--- src/rtl/seq_event_counter.sv ---
// seq_event_counter: counts completed sequences reported by an upstream
// detector (prog == 111), flags illegal progress codes, and raises an
// alert when THRESH matches fall inside one WIN-cycle observation window.

module seq_event_counter #(
    parameter int CNT_W  = 8,
    parameter int WIN    = 16,
    parameter int THRESH = 4
) (
    input  logic             clk,
    input  logic             rst,
    input  logic             en,
    input  logic [2:0]       prog,
    input  logic             clr,
    input  logic             ack,
    output logic [CNT_W-1:0] match_cnt,
    output logic             irq,
    output logic             ovf,
    output logic             prog_err
);

    // The window counter counts down from WIN-1; the tally only needs to reach THRESH.
    localparam int WCNT_W = (WIN > 1) ? $clog2(WIN) : 1;
    localparam int WM_W   = $clog2(THRESH + 1);

    localparam logic [WCNT_W-1:0] WIN_LAST = WCNT_W'(WIN - 1);
    localparam logic [WM_W-1:0]   THRESH_V = WM_W'(THRESH);
    localparam logic [CNT_W-1:0]  CNT_MAX  = {CNT_W{1'b1}};

    typedef enum logic [1:0] {
        IDLE,
        WINDOW,
        ALERT
    } state_t;

    state_t            state;
    state_t            state_n;
    logic [WCNT_W-1:0] wcnt;
    logic [WCNT_W-1:0] wcnt_n;
    logic [WM_W-1:0]   wm;
    logic [WM_W-1:0]   wm_n;
    logic [WM_W-1:0]   wm_sum;
    logic [2:0]        prev_prog;
    logic              match;
    logic              err;

    // A match is the rising edge into the "complete" code, only while enabled.
    assign match  = en && (prog == 3'b111) && (prev_prog != 3'b111);
    assign wm_sum = wm + WM_W'(match);
    assign irq    = (state == ALERT);

    // Legal progress only walks 000 -> 001 -> 011 -> 111; anything else is an error.
    always_comb begin
        err = 1'b0;
        case (prog)
            3'b010, 3'b100, 3'b101, 3'b110: err = 1'b1;
            3'b011:  err = !((prev_prog == 3'b001) || (prev_prog == 3'b011));
            3'b111:  err = (prev_prog != 3'b011);
            default: err = 1'b0;
        endcase
    end

    // Previous progress code is tracked every cycle, even when counting is disabled.
    always_ff @(posedge clk) begin
        if (rst) begin
            prev_prog <= 3'b000;
        end else begin
            prev_prog <= prog;
        end
    end

    // Saturating match counter and sticky status flags; clear beats a same-cycle event.
    always_ff @(posedge clk) begin
        if (rst || clr) begin
            match_cnt <= '0;
            ovf       <= 1'b0;
            prog_err  <= 1'b0;
        end else begin
            if (match) begin
                if (match_cnt == CNT_MAX) begin
                    ovf <= 1'b1;
                end else begin
                    match_cnt <= match_cnt + CNT_W'(1);
                end
            end
            if (err) begin
                prog_err <= 1'b1;
            end
        end
    end

    // Window FSM state, down-counter and tally registers.
    always_ff @(posedge clk) begin
        if (rst) begin
            state <= IDLE;
            wcnt  <= '0;
            wm    <= '0;
        end else begin
            state <= state_n;
            wcnt  <= wcnt_n;
            wm    <= wm_n;
        end
    end

    // Window FSM next state: disable wins over everything, then threshold, then expiry.
    always_comb begin
        state_n = state;
        wcnt_n  = wcnt;
        wm_n    = wm;
        case (state)
            IDLE: begin
                wcnt_n = '0;
                wm_n   = '0;
                if (en) begin
                    state_n = WINDOW;
                    wcnt_n  = WIN_LAST;
                end
            end
            WINDOW: begin
                if (!en) begin
                    state_n = IDLE;
                    wcnt_n  = '0;
                    wm_n    = '0;
                end else if (wm_sum == THRESH_V) begin
                    state_n = ALERT;
                    wm_n    = wm_sum;
                end else if (wcnt == '0) begin
                    wcnt_n = WIN_LAST;
                    wm_n   = '0;
                end else begin
                    wcnt_n = wcnt - WCNT_W'(1);
                    wm_n   = wm_sum;
                end
            end
            ALERT: begin
                if (!en) begin
                    state_n = IDLE;
                    wcnt_n  = '0;
                    wm_n    = '0;
                end else if (ack) begin
                    state_n = WINDOW;
                    wcnt_n  = WIN_LAST;
                    wm_n    = '0;
                end
            end
            default: begin
                state_n = IDLE;
                wcnt_n  = '0;
                wm_n    = '0;
            end
        endcase
    end

endmodule

--- config.mk ---
export PLATFORM = sky130hd
export DESIGN_NAME = seq_event_counter
export DESIGN_NICKNAME = d
export VERILOG_FILES = /design/src/rtl/seq_event_counter.sv
export SDC_FILE = /design/constraint.sdc
export NUM_CORES = 1
export LEC_CHECK = 0
export ABC_AREA = 1
export ABC_CLOCK_PERIOD_IN_PS = 2100
export CAP_MARGIN = 10
export CORE_ASPECT_RATIO = 1.5
export CORE_UTILIZATION = 30
export DETAILED_ROUTE_END_ITERATION = 10
export PLACE_DENSITY_LB_ADDON = 0.3
export SLEW_MARGIN = 20
export SYNTH_ARGS = -nofsm -noshare
export SYNTH_HDL_FRONTEND = slang
export SYNTH_SLANG_ARGS = --single-unit
--- constraint.sdc ---
create_clock -name clk -period 2.1 [get_ports clk]
set_input_delay 0.42 -clock clk [delete_from_list [all_inputs] [get_ports clk]]
set_output_delay 0.42 -clock clk [all_outputs]
set_load 0.01 [all_outputs]
# [After elaboration in Yosys (flattened, before gate mapping)]
# Cells that the tools add are included.
[totals] reg_bits=22 output_inout_bits=11
[op_classes] add_sub_neg=3 eq_ne=18 mux=20 bitwise=1 reduce_logical=12
[op_table] cell="4-bit two-way mux" n=6
[op_table] cell="3-bit == test (second input constant)" n=5
[op_table] cell="3-bit two-way mux" n=5
[op_table] cell="3-bit inequality test (second input constant)" n=4
[op_table] cell="4-bit one-hot mux with 3 select lines" n=1
[op_table] cell="2-bit two-way mux" n=5
[op_table] cell="3-bit by 2-bit == test with 1-bit output (second input constant)" n=3
[op_table] cell="8-bit by 1-bit adder with 8-bit output (second input constant)" n=1
[op_table] cell="8-bit == test (second input constant)" n=1
[op_table] cell="2-bit one-hot mux with 3 select lines" n=1
[op_table] cell="3-bit one-hot mux with 2 select lines" n=1
[op_table] cell="2-bit AND reduction" n=3
[op_table] cell="4-bit zero test" n=1
[op_table] cell="4-bit OR reduction" n=1
[op_table] cell="4-bit by 1-bit subtractor with 4-bit output (second input constant)" n=1
[op_table] cell="3-bit by 1-bit adder with 3-bit output" n=1
[op_table] cell="3-bit by 1-bit == test with 1-bit output (second input constant)" n=1
[op_table] cell="3-bit by 2-bit inequality test with 1-bit output (second input constant)" n=1
[op_table] cell="1-bit one-hot mux with 3 select lines" n=1
[op_table] cell="3-bit AND reduction" n=1
[op_table] cell="2-bit by 1-bit == test with 1-bit output (second input constant)" n=1
[op_table] cell="2-bit == test (second input constant)" n=1
[op_table] cell="1-bit logical AND" n=2
[op_table] cell="2-bit zero test" n=1
[op_table] cell="4 further kinds" n=5

# [Longest topological paths before layout]
[depth] depth_word=8 ltp_mapped=12 mapped_depth_nobuf=12

# [Least setup slack after synthesis]
# OpenSTA, ideal clock, no wires.
[synth_path] path_type="in2reg" startpoint="input port prog[1]" endpoint="register wcnt[3]" arrival_time_ps=1586 path_slack_ps=382 stages=12 path_cell_list="nand2_1 > nor2_2 > nand3_2 > inv_1 > ha_1 > ha_1 > xor2_1 > nand2_1 > nand2_1 > nand2_1 > nand2_1 > a21oi_1"
[synth_between] elab_chain_cells=7
[synth_rtl] item="start: declaration" line_no="13" text="input logic [2:0] prog,"
[synth_rtl] item="3-bit == test" line_no="48" text="assign match = en && (prog == 3'b111) && (prev_prog != 3'b111);"
[synth_rtl] item="1-bit logical AND (2 in a row)" line_no="48"
[synth_rtl] item="3-bit by 1-bit adder with 3-bit output" line_no="49" text="assign wm_sum = wm + WM_W'(match);"
[synth_rtl] item="3-bit == test" line_no="124" text="end else if (wm_sum == THRESH_V) begin"
[synth_rtl] item="3-bit inequality test (no line)"
[synth_rtl] item="2-bit AND reduction (no line)"
[synth_rtl] item="end signal: assignment" line_no="100" text="wcnt <= wcnt_n;"
[synth_rtl] item="end: declaration" line_no="38" text="logic [WCNT_W-1:0] wcnt;"
# No other way between the ends.
# A chain may end at the register's enable or synchronous reset.

# [Final worst setup path]
[layout_path] startpoint="input port prog[2]" endpoint="register wcnt[1]"
# Same word-level chain as after synthesis.

==> run_results.csv <==
group,metric,value,unit
final_layout,antennaDiodeCount,0,
timing,finalCritPeriodShare,93.72,%
power,power_leakage,0.6955,nW
routing,remaining_drc_errors,0,
routing,finalWirelength,2.272,mm
timing,slew_violations,0,
clocking,cts_buffers,3,
timing,hold_ws,0.4311,ns
global_route,gr-usage-met1,14.10,%
yosys,synth_area,1140,um2
yosys,synth_top_area_cell,"dfxtp_1",
clocking,clkTransAtPathRegs,0.07,ns
yosys,yosys_register_bits,22,
floorplan,die_w,52.33,um
floorplan,ioPinCount,19,
clocking,clockBufferDepth,2,
yosys,yosys.area_share.simple,32.71,%
timing,finalCriticalPeriod,1.968,ns
timing,rsz0062_at_grt,"no",
global_route,grt_overflow_total,0,
global_route,antenna_found_initial,0,
routing,routed-via-count,1084,
floorplan,rows,27,
global_route,grt_first_pass_wirelength,3.953,mm
power,power.density,536.3,nW/um2
clocking,htreeDepth,1,
yosys,synth_xor_area_share,3.842,%
routing,wl_per_cell,9.467,um
clocking,post-cts-setup-buffer-count,0,
yosys,ys_warn_count,0,
clocking,ctsHoldBuffers,0,
yosys,muxShareOfSynthArea,0,%
yosys,yosysSeqAreaShare,38.64,%
yosys,synth_fp_nets,182,
timing,hold_violations,0,
routing,drtPass1Iterations,4,
run,drv_cap,0,
clocking,cts_root_buffer,"clkbuf_8",
critical_path,arrival,2.12,ns
routing,vias_per_cell,4.517,
status,status,"completed",
clocking,cts_tree,"built",
final_layout,n_fill_cell,402,
yosys,synth-adder-area-share,4.391,%
timing,max_freq,508.1,MHz
placement,port_buffers,18,
yosys,synth_cell_types,19,
routing,ant_nets,0,
critical_path,crit_path_end_kind,"register",
clocking,clock_sinks,22,
yosys,ys_top_cells_by_area,"dfxtp_1, nand2_1, inv_1, nor2_1, a21oi_1",
power,vdd_ir_drop_max,0.2952,mV
floorplan,fp.dieH,77.49,um
power,power,0.0008080,W
critical_path,start_kind,"input port",
critical_path,critPathKind,"input port to register",
placement,hpwl,1.750,mm
hold_path,hp-class,"input port to register",
floorplan,start_util,31.24,%
critical_path,path_max_fanout,5,
yosys,synth_compound_area_share,11.64,%
yosys,syn-mean-instance-area,6.705,um2
floorplan,die-area,4055,um2
final_layout,fin_nets,211,
timing,relSlewSlack,73.92,%
critical_path,worstPathRequired,2.25,ns
floorplan,core-area,3649,um2
global_route,grtUsageMet3,1.765,%
timing,fin_skew,0.001798,ns
final_layout,area.growth.synth_to_final,32.16,%
timing,tightest_slew,0.3871,ns
global_route,grtUsageTotal,12.46,%
yosys,synth.top_cell.area_share,38.64,%
timing,setup_viol,0,
final_layout,stdcell_count,240,
global_route,top_usage_layer,"met2",
final_layout,drive_gt1_share,12.69,%
yosys,synth_top_family_by_area,"simple AND/OR/NAND/NOR gates",
placement,place_inst,237,
global_route,grt_pass1_vias,973,
routing,drtIter0Drc,19,
global_route,grt_use_met2,22.41,%
yosys,synthCells,170,
global_route,grt_max_degree,12,
clocking,clk_latency,0.25,ns
placement,gp_congestion,0.7089,
cells in the final DEF (no fill, tap or decap), types with 3 or more instances in the layout:
cell,instances
o21ai_0,9
nand2_2,3
clkdlybuf4s50_1,16
nand3_1,9
clkbuf_8,3
dfxtp_1,22
inv_1,22
ha_1,3
a21oi_1,16
nand2_1,45
buf_4,7
nor2_1,21
xnor2_1,3
Yosys cell counts:
cell type,count
a21oi_1,16
a22oi_1,1
clkbuf_1,1
dfxtp_1,22
ha_1,4
inv_1,23
inv_2,1
inv_4,1
nand2_1,49
nand3_1,10
nand3_2,1
nand4_1,2
nor2_1,22
nor2_2,1
nor2_4,1
nor3_4,1
o21ai_0,9
xnor2_1,3
xor2_1,2
report_power, final:
group | internal (W) | switching, W | leakage (nW) | total (W)
clock | 0.000128 | 0.000124 | 0.0216 | 0.000251
sequential | 0.000433 | 0.0000123 | 0.180 | 0.000445
combinational | 0.0000516 | 0.0000603 | 0.494 | 0.000112
total | 0.000612 | 0.000196 | 0.695 | 0.000808
through the flow:
| stage | TNS, ns | util, % | setup slack [ns] | cell area (um2) |
|---|---|---|---|---|
| finish | 0 | 41.29 | 0.1319 | 1506 |
| global placement | -1.448 | 38.99 | -0.2729 | 1423 |
| CTS | 0 | 40.33 | 0.01919 | 1471 |
| detailed placement | -1.503 | 38.99 | -0.2737 | 1423 |
| global route | 0 | 41.29 | 0.009109 | 1506 |
| floorplan | 0 | - | 0.3816 | 1140 |
final cells by class:
| cell class | count | area [um2] | share of cell area [%] |
|---|---|---|---|
| clock buffer | 3 | 41.29 | 2.741 |
| sequential | 22 | 440.4 | 29.24 |
| multi-input combinational | 122 | 636.9 | 42.28 |
| timing repair buffer | 25 | 237.7 | 15.78 |
| tap | 43 | 53.80 | 3.571 |
| inverter | 25 | 96.34 | 6.395 |
cells by family after synthesis:
group	count (synthesis)
compound gates	26
fa+ha+maj	4
simple gates	87
xor+xnor	5
flops	22
buf+inv	26
critical path, stage by stage:
cell and delay (ns):
clkdlybuf4s50_1 0.47, inv_2 0.05, nor2_4 0.09, nand3_2 0.09, inv_2 0.06, ha_1 0.13
ha_2 0.27, nor2_2 0.13, nand2_1 0.09, nand2_2 0.10, nand2_4 0.07, nor2_1 0.10
nor2_1 0.05
final timing paths:
path	startpoint	end	slack (ns)	cells after the start
max	prog[2]	wcnt[1]	0.13	13
min reg2reg	wcnt[0]	wcnt[0]	0.47	2
min	prog[0]	prev_prog[0]	0.43	3
max reg2reg	prev_prog[0]	wcnt[1]	0.45	11
per-layer routing:
metal | wire length (um) | vias up | part of all wire, %
met5 | 0 | - | 0
met4 | 16 | 0 | 0.70
met3 | 41 | 2 | 1.8
li1 | - | 589 | -
met2 | 1255 | 11 | 55
met1 | 959 | 482 | 42
state kept, by name, indices dropped and copies added, names as in the netlist:
| register | count |
|---|---|
| match_cnt | 8 |
| wcnt | 4 |
| prev_prog | 3 |
| wm | 3 |
| state | 2 |
| ovf | 1 |
| prog_err | 1 |
repair_timing:
item,in CTS,in global routing
pin swaps,0,4
gates resized for setup,1,12
setup endpoints to repair,2,7
gates cloned,0,0
Note: power is estimated with default switching activity, not from simulation.
